## config.mk

```make
export PLATFORM = sky130hd
export DESIGN_NAME = mcu_timer
export DESIGN_NICKNAME = d
export VERILOG_FILES = /design/src/rtl/mcu_timer.sv
export SDC_FILE = /design/constraint.sdc
export NUM_CORES = 1
export LEC_CHECK = 0
export CAP_MARGIN = 25
export CORE_MARGIN = 5
export CORE_UTILIZATION = 55
export DETAILED_ROUTE_END_ITERATION = 10
export PLACE_DENSITY = 0.93
export REMOVE_ABC_BUFFERS = 1
export SYNTH_ARGS = -nofsm -noshare
export SYNTH_HDL_FRONTEND = slang
export SYNTH_SLANG_ARGS = --single-unit
```

## constraint.sdc

```tcl
create_clock -name clk -period 4.42 [get_ports clk]
set_clock_uncertainty 0.05 [all_clocks]
set_input_delay 1.105 -clock clk [delete_from_list [all_inputs] [get_ports clk]]
set_output_delay 1.105 -clock clk [all_outputs]
set_load 0.1 [all_outputs]
```

## src/rtl/mcu_timer.sv

```systemverilog
// Programmable down-counting timer with prescaler and auto-reload/one-shot modes.
// Loaded and started by the MCU controller; raises a one-cycle interrupt on expiry.
module mcu_timer #(
   parameter int WIDTH       = 16,
   parameter int PRESCALE    = 1,
   parameter bit AUTO_RELOAD = 1'b1
) (
   input  logic             clk,
   input  logic             rst,
   input  logic             timer_cs,
   input  logic             timer_wr,
   input  logic             timer_start,
   input  logic             timer_rd,
   input  logic [WIDTH-1:0] timer_datain,
   output logic [WIDTH-1:0] timer_value,
   output logic             timer_int,
   output logic             running,
   output logic [1:0]       dbg_state
);

   localparam int PW = $clog2(PRESCALE) + 1;
   localparam logic [PW-1:0] PCNT_LAST = PW'(PRESCALE - 1);

   typedef enum logic [1:0] {
      ST_STOP = 2'd0,
      ST_RUN  = 2'd1,
      ST_DONE = 2'd2
   } state_e;

   state_e           state_q, state_d;
   logic [WIDTH-1:0] reload_q, reload_d;
   logic [WIDTH-1:0] count_q, count_d;
   logic [PW-1:0]    pcnt_q, pcnt_d;
   logic [WIDTH-1:0] value_q, value_d;
   logic             int_q, int_d;
   logic             running_q, running_d;

   always_comb begin
      state_d  = state_q;
      reload_d = reload_q;
      count_d  = count_q;
      pcnt_d   = pcnt_q;
      value_d  = value_q;
      int_d    = 1'b0;
      if (timer_cs) begin
         // The read snapshot always takes the count as it was before this edge.
         if (timer_rd) begin
            value_d = count_q;
         end
         if (timer_wr) begin
            reload_d = timer_datain;
            count_d  = timer_datain;
            pcnt_d   = '0;
            state_d  = ST_STOP;
         end else begin
            case (state_q)
               ST_STOP: begin
                  if (timer_start) begin
                     state_d = ST_RUN;
                     pcnt_d  = '0;
                  end
               end
               ST_RUN: begin
                  if (!timer_start) begin
                     state_d = ST_STOP;
                     pcnt_d  = '0;
                  end else if (pcnt_q == PCNT_LAST) begin
                     pcnt_d = '0;
                     if (count_q != '0) begin
                        count_d = count_q - WIDTH'(1);
                     end else begin
                        int_d = 1'b1;
                        if (AUTO_RELOAD) begin
                           count_d = reload_q;
                        end else begin
                           state_d = ST_DONE;
                        end
                     end
                  end else begin
                     pcnt_d = pcnt_q + PW'(1);
                  end
               end
               ST_DONE: begin
                  if (!timer_start) begin
                     state_d = ST_STOP;
                  end
               end
               default: state_d = ST_STOP;
            endcase
         end
      end
      running_d = (state_d == ST_RUN);
   end

   always_ff @(posedge clk or posedge rst) begin
      if (rst) begin
         state_q   <= ST_STOP;
         reload_q  <= '0;
         count_q   <= '0;
         pcnt_q    <= '0;
         value_q   <= '0;
         int_q     <= 1'b0;
         running_q <= 1'b0;
      end else begin
         state_q   <= state_d;
         reload_q  <= reload_d;
         count_q   <= count_d;
         pcnt_q    <= pcnt_d;
         value_q   <= value_d;
         int_q     <= int_d;
         running_q <= running_d;
      end
   end

   assign timer_value = value_q;
   assign timer_int   = int_q;
   assign running     = running_q;
   assign dbg_state   = state_q;

endmodule
```

### Yosys cells after proc, flatten, opt, wreduce, memory -nomap -nowiden

Index checks and enable logic that the tools add are counted.

| storage, ports and cells | value |
|---|---|
| bits in registers | 53 |
| input bits | 22 |
| output and inout bits | 20 |
| word-level logic and storage cells | 45 |

| cells by class | value |
|---|---|
| add/sub/neg operators | 2 |
| equal/unequal tests | 5 |
| multiplexer cells | 21 |
| reductions and logical operators | 10 |

Operators by type and width:

| cell | number |
|---|---|
| two-way mux 16 bit | 5 |
| nonzero test 16 bit | 1 |
| subtractor 16 x 1 -> 16 bit, second input constant | 1 |
| two-way mux 1 bit | 10 |
| two-way mux 2 bit | 4 |
| == test 2 x 1 -> 1 bit, second input constant | 2 |
| one-hot mux 2 bit (2 select lines) | 1 |
| AND reduction 2 bit | 2 |
| AND reduction 4 bit | 1 |
| nonzero test 2 bit | 2 |
| inequality test 3 bit, second input constant | 1 |
| AND reduction 3 bit | 1 |
| nonzero test 3 bit | 1 |
| == test 2 bit, second input constant | 1 |
| zero test 2 bit | 1 |
| inequality test 2 bit, second input constant | 1 |
| one-hot mux 1 bit (2 select lines) | 1 |
| OR reduction 2 bit | 1 |
| adder 1 bit, second input constant | 1 |

### Depth between registers and ports, before layout

Gate-level depths: netlist (run 1).

| depth | value |
|---|---|
| depth in word-level cells | 7 |
| gate-level depth with buffers | 8 |
| mapped depth without buffers | 7 |

### Least setup slack after synthesis (run 1)

Ideal clock, no wire load.

| timing | value |
|---|---|
| path type | reg-to-reg |
| from | register state_q[1], in the netlist dbg_state[1] |
| to | register count_q[9] |
| setup time | 79 ps |
| data arrival time | 2283 ps |
| data required time | 4291 ps |
| path slack | 2008 ps |
| stages on the path, launching flop included | 8 |
| buffers on the path | 1 |
| clock period less this slack | 2412 ps |
| cells stage by stage | dfrtp_1 -> inv_1 -> ha_1 -> and2_1 -> o21ai_1 -> clkbuf_1 -> a21oi_1 -> a2bb2oi_1 |

| between the ends | value |
|---|---|
| longest elaborated chain between the ends | 3 |

Ends and longest elaborated chain:

| element | RTL line | source |
|---|---|---|
| start, declared | 30 | `state_e state_q, state_d;` |
| start signal, assigned | 105 | `state_q <= state_d;` |
| == test 2 x 1 -> 1 bit | 56 | `case (state_q)` |
| nonzero test 2 bit (no line) | - |  |
| AND reduction 4 bit (no line) | - |  |
| end signal, assigned | 107 | `count_q <= count_d;` |
| end, declared | 32 | `logic [WIDTH-1:0] count_q, count_d;` |

No other way between the ends.
A chain may end at the register's enable or synchronous reset.

### Final worst setup path (run 1)

| timing | value |
|---|---|
| from | register state_q[0], in the netlist dbg_state[0] |
| to | output dbg_state[0] |

RTL lines:

| element | RTL line | source |
|---|---|---|
| end, declared | 18 | `output logic [1:0] dbg_state` |

No word-level cell between the ends.

==> results of run 1 <==
==> where the power goes <==
group	switching [mW]	internal (mW)
Combinational	0.464	0.198
Clock	0.147	0.128
Sequential	0.0923	0.569
Total	0.703	0.895
==> synth_stat cells (2+ instances only) <==
master / n
a32oi_1: 3
nor3_1: 13
and3_1: 2
o41ai_1: 2
o211ai_1: 3
dfrtp_1: 52
nand3b_1: 2
nand3_1: 8
inv_1: 5
nor2_1: 9
a211o_1: 5
nor2b_1: 3
mux2_2: 26
a31oi_1: 6
and2_1: 2
a21oi_1: 13
o21ai_0: 15
clkbuf_1: 12
buf_2: 3
a22oi_1: 4
o21ai_1: 2
or4_1: 4
o221ai_1: 2
xnor2_1: 4
nand2_1: 22
nor4_1: 5
ha_1: 5
==> area by class of cell <==
cell class,count,area share
Timing Repair Buffer,45,0.140
Sequential cell,52,0.403
Tap cell,67,0.0260
Multi-Input combinational cell,181,0.397
Clock buffer,8,0.0279
Inverter,5,0.00581
==> worst min-delay path, cell delays in order, from the launching register on <==
cell,delay (ps)
dfrtp_1,350
nand2_1,40
o21ai_0,60
==> layout by cell type (no fill, tap or decap), types with 6 or more instances in the layout <==
cell type / instances
nand3_1: 8
clkdlybuf4s50_1: 41
o21ai_0: 15
a31oi_1: 6
clkbuf_8: 6
nor2_1: 9
nor3_1: 13
nand2_1: 22
mux2_2: 26
dfrtp_1: 52
a21oi_1: 13
==> metrics by stage <==
stage	cells	cell area, sq um	hold WS (ps)	power [mW]	util
3_5_place_dp	350	3140	416	1.33	0.665
3_3_place_gp	349	3120	408	1.31	0.660
5_1_grt	358	3230	469	1.67	0.684
4_1_cts	358	3230	439	1.60	0.684
6_report	358	3230	430	1.60	0.684
2_1_floorplan	238	2600	391	1.14	-
==> final timing paths <==
check / startpoint / to / slack [ps] / cells after the start
setup / recovery: dbg_state[0] / dbg_state[0] / 1380 / 1
hold / removal: timer_value[0] / timer_value[0] / 430 / 2
setup reg to reg: count_q[4] / count_q[1] / 1750 / 5
hold reg to reg: timer_value[0] / timer_value[0] / 430 / 2
max in group asynchronous: rst / count_q[0] / 2690 / 3
min in group asynchronous: rst / count_q[11] / 1110 / 2
==> state kept, by name (all words and copies together), names as in the netlist <==
name         cells
dbg_state        2
timer_value     16
running          1
count_q         16
timer_int        1
reload_q        16
==> metal layers <==
layer / track usage / share of wire
met5: 0 / 0
met4: 0.0743 / 0.015
met3: 0.0339 / 0.056
met2: 0.344 / 0.50
met1: 0.299 / 0.43
==> kinds of logic (layout without fill, tap and decap cells) <==
logic type | Yosys count | count (layout) | synth area share
fa+ha+maj | 5 | 5 | 0.0233
xor+xnor | 5 | 5 | 0.0163
simple gates | 76 | 76 | 0.154
buf+inv | 23 | 58 | 0.0377
flops | 52 | 52 | 0.485
compound gates | 68 | 68 | 0.171
mux | 27 | 27 | 0.113
==> impl_metrics.tcl, run 1 <==
set metrics [dict create \
    status "complete, no violations" \
    die_w_um 79.9 \
    final_net_count 317 \
    cp.buffers_inverters 1 \
    setup_tns_ps 0 \
    synth.area.top_cells "dfrtp_1 48%, mux2_2 11%, nand2_1 3.1%" \
    synth_seq_area_share 0.485 \
    fmax_ghz 0.329 \
    gr-total-overflow 0 \
    antenna_left 0 \
    areaGrowthSynthToFinish_pct 20.3 \
    drt_iter0_drc 221 \
    wl_per_cell_um 17.6 \
    synth-edff-count 0 \
    worst_path_largest_cell_delay_ps 1160 \
    clkSinkCount 52 \
    avgSynthCellArea_sq_um 10.5 \
    vias 2189 \
    critPathMaxFanout 4 \
    leakage_nw 1.32 \
    clk_pin_slew_ps 90 \
    endpoint_kind "output pin" \
    synth_top_area_cell "dfrtp_1" \
    cp.required_ps 3260 \
    synth_top_area_frac 0.485 \
    hold_viol 0 \
    path_delay_family "buffers and inverters" \
    power_density_nw_per_um2 495 \
    worst_pin_slew_ps 974 \
    crit_chain "clkdlybuf4s50_1" \
    finalSetupViolCount 0 \
    register_area_sq_um 1300 \
    rows 25 \
    antenna_found_initial 0 \
    post-route-period-util 0.687 \
    rsz0062_at_grt "false" \
    cp.arrival_ps 1880 \
    final.fill_count 353 \
    routed_wl_um 6280 \
    grt_pass1_vias 2153 \
    synth.distinct_cells 51 \
    critPathSlowestCell "clkdlybuf4s50_1" \
    yosysWarnings 0 \
    max-cap-violations 0 \
    finalCriticalPeriod_ps 3040 \
    start_util 0.568 \
    dp_hpwl_um 4470 \
    hold_path_class "flip-flop to flip-flop" \
    cts-buffers-inserted 5 \
    diodes 0 \
    grt_max_degree 29 \
    tritoncts "done" \
    path_class "flip-flop to output pin" \
    drc 0 \
    peakVddDrop_v 0.000260 \
    gp_congestion 0.865 \
    critPathLaunchType "flip-flop" \
    synth_area_sq_um 2690 \
    cts-htree-levels 2 \
    slew_headroom 0.349 \
    synth_top_flop_cell "dfrtp_1" \
    clkLatencyLatePin_ps 300 \
    multiInputGateArea_sq_um 1280 \
    synth-seq-cells 52 \
    fin_ws_ps 1380 \
    die-area_sq_um 6380 \
    slew_violations 0 \
    io_pins 42 \
    clock_path_buffers 2 \
    detailedRoute.firstPassIterationCount 4 \
    hold_buffers 0 \
    core-area_sq_um 4720 \
    drive_gt1_frac 0.144 \
    vias_per_cell 6.11 \
    root_buffer "clkbuf_8" \
    pre_cts_ws_ps 1270 \
    io_buffer_count 41 \
    synth_cells 256 \
    post_cts_buffers 0 \
    die_h_um 79.9 \
    grt_pass1_wl_um 10600 \
    grt.total_usage 0.215 \
    async_reset_ff_frac 1.00 \
    ctsResizeCount 0 \
]
Power figures use the tool's default switching activity.
==> run 2: changes to the inputs <==
- CORE_UTILIZATION: 55 -> 48
- PLACE_DENSITY: 0.93 -> 0.87
- clock period: 4.42 -> 2.47 ns (I/O delays scaled with it)
==> run 2 against run 1 <==
- clock power rose by 56%
- flip-flop and latch count is the same
- worst hold slack improved by 2.3 ps
- first-iteration DRC count shrank 28%
- critical path type is now flip-flop to flip-flop
- sequential share of layout area shrank 0.99 points
- wire length rose by 2.1%
==> impl_metrics.tcl, run 2 (synthesis results as in run 1) <==
set metrics [dict create \
    status "complete, no violations" \
    place_area_sq_um 3240 \
    drc 0 \
    tritoncts "done" \
    antenna_found_initial 0 \
    layout_commonest_cell "dfrtp_1" \
    io_pins 42 \
    leakage_nw 1.43 \
    die_h_um 84.8 \
    cp.required_ps 2590 \
    crit_chain "or4_1 -> buf_4 -> or3_1 -> o41ai_1 -> a22oi_1" \
    finalCriticalPeriod_ps 2250 \
    antenna_left 0 \
    io_buffer_count 41 \
    critPathLaunchType "flip-flop" \
    p_int_mw 1.55 \
    register_area_sq_um 1300 \
    wl_per_cell_um 17.0 \
    multiInputGateArea_sq_um 1290 \
    post-route-period-util 0.911 \
    fin_area_sq_um 3310 \
    core-area_sq_um 5470 \
    grt_max_degree 53 \
    drt_iter0_drc 160 \
    gp_congestion 0.896 \
    fmax_ghz 0.444 \
    path_delay_family "simple AND/OR/NAND/NOR gates" \
    cts-buffers-inserted 5 \
    worst_pin_slew_ps 492 \
    slew_violations 0 \
    diodes 0 \
    rsz0062_at_grt "false" \
    max-cap-violations 0 \
    power_density_nw_per_um2 843 \
    vias_per_cell 5.96 \
    p_switching_mw 1.24 \
    path_class "flip-flop to flip-flop" \
    final_cell_mix "52 x dfrtp_1, 39 x buf_4, 26 x mux2_2" \
    slew_headroom 0.671 \
    start_util 0.491 \
    hold_viol 0 \
    hold_path_class "flip-flop to flip-flop" \
    totalPowerFinal_mw 2.79 \
    rows 27 \
    critPathMaxFanout 6 \
    grt_pass1_wl_um 10700 \
    pwr-share-comb 0.425 \
    swShare 0.444 \
    clkLatencyLatePin_ps 290 \
    areaGrowthSynthToFinish_pct 23.3 \
    grt_pass1_vias 2246 \
    grt.total_usage 0.182 \
    dp_hpwl_um 4650 \
    cp.buffers_inverters 1 \
    hold_buffers 0 \
    p_seq_frac 0.421 \
    cp.arrival_ps 2370 \
    vias 2247 \
    final.fill_count 472 \
    detailedRoute.firstPassIterationCount 5 \
    gr-total-overflow 0 \
    p_clk_frac 0.154 \
    finalSetupViolCount 0 \
    endpoint_kind "flip-flop" \
    final_net_count 334 \
    die-area_sq_um 7190 \
    root_buffer "clkbuf_8" \
    clock_path_buffers 2 \
    worst_path_largest_cell_delay_ps 610 \
    cts-htree-levels 2 \
    drive_gt1_frac 0.262 \
    die_w_um 84.8 \
    clkSinkCount 52 \
    routed_wl_um 6420 \
    critPathSlowestCell "or4_1" \
    peakVddDrop_v 0.000438 \
    clk_pin_slew_ps 90 \
]
-- run 2: changes by cell type in the layout (fill, tap and decap cells not counted) --
cell             previous run  this run
or3b_1                      1         0
clkbuf_1                    2         0
buf_4                       3        39
or3b_4                      0         1
or4_4                       0         1
or4_1                       4         3
clkbuf_8                    6         5
clkdlybuf4s50_1            41        21
buf_12                      1         2
-- run 2: per-stage QoR --
step	setup TNS (ps)	std cells	setup slack, ps	util	hold slack (ps)
floorplan	-891	238	-194	-	391
detailed placement	0	372	131	0.591	416
finish	0	377	220	0.605	433
global route	0	377	20.0	0.605	466
global placement	0	372	162	0.591	407
CTS	0	377	108	0.604	437
-- run 2: area by class of cell --
cell class	instances	area share
flip-flops and latches	52	0.393
clock buffers	5	0.0208
well taps	72	0.0272
multi-input cells	181	0.389
inverters	5	0.00567
repair buffers	62	0.164
-- run 2: path summary, 6_finish.rpt --
kind	startpoint	slack (ps)	endpoint	cells after the start
max	count_q[5]	220	count_q[14]	5
min	reload_q[8]	430	reload_q[8]	2
max reg2reg	count_q[5]	220	count_q[14]	5
min reg2reg	reload_q[8]	430	reload_q[8]	2
max in group asynchronous	rst	1490	reload_q[9]	3
min in group asynchronous	rst	640	count_q[15]	3
-- run 2: routing by layer --
layer	GRT usage	share of wire
met5	0	0
met4	0.0489	0.0061
met3	0.0363	0.082
met2	0.298	0.49
met1	0.246	0.42
-- run 2: what timing repair did --
| action | 4_1_cts | 5_1_grt |
|---|---|---|
| endpoints found under the setup margin | 0 | 2 |
| gates resized for setup | 0 | 2 |
| setup buffers | 0 | 0 |
-- run 2: power groups by stage --
stage                     combinational [mW]  sequential, mW  clock, mW
after floorplan                        0.317            1.73          0
after global placement                  1.17            1.18          0
after detailed placement                1.19            1.19          0
after CTS                               1.19            1.17      0.440
after global routing                    1.25            1.20      0.477
final                                   1.19            1.17      0.429
-- run 2: worst register-to-register path: stages (launching register included) --
cell     delay, ps
dfrtp_1        440
or4_1          620
buf_4          200
or3_1          370
o41ai_1        300
a22oi_1        140
==> run 3: changes to the inputs <==
- TNS_END_PERCENT: not set -> 30
==> results of run 3 <==
Same layout as run 2: the final DEF is identical, and so are final timing and power.
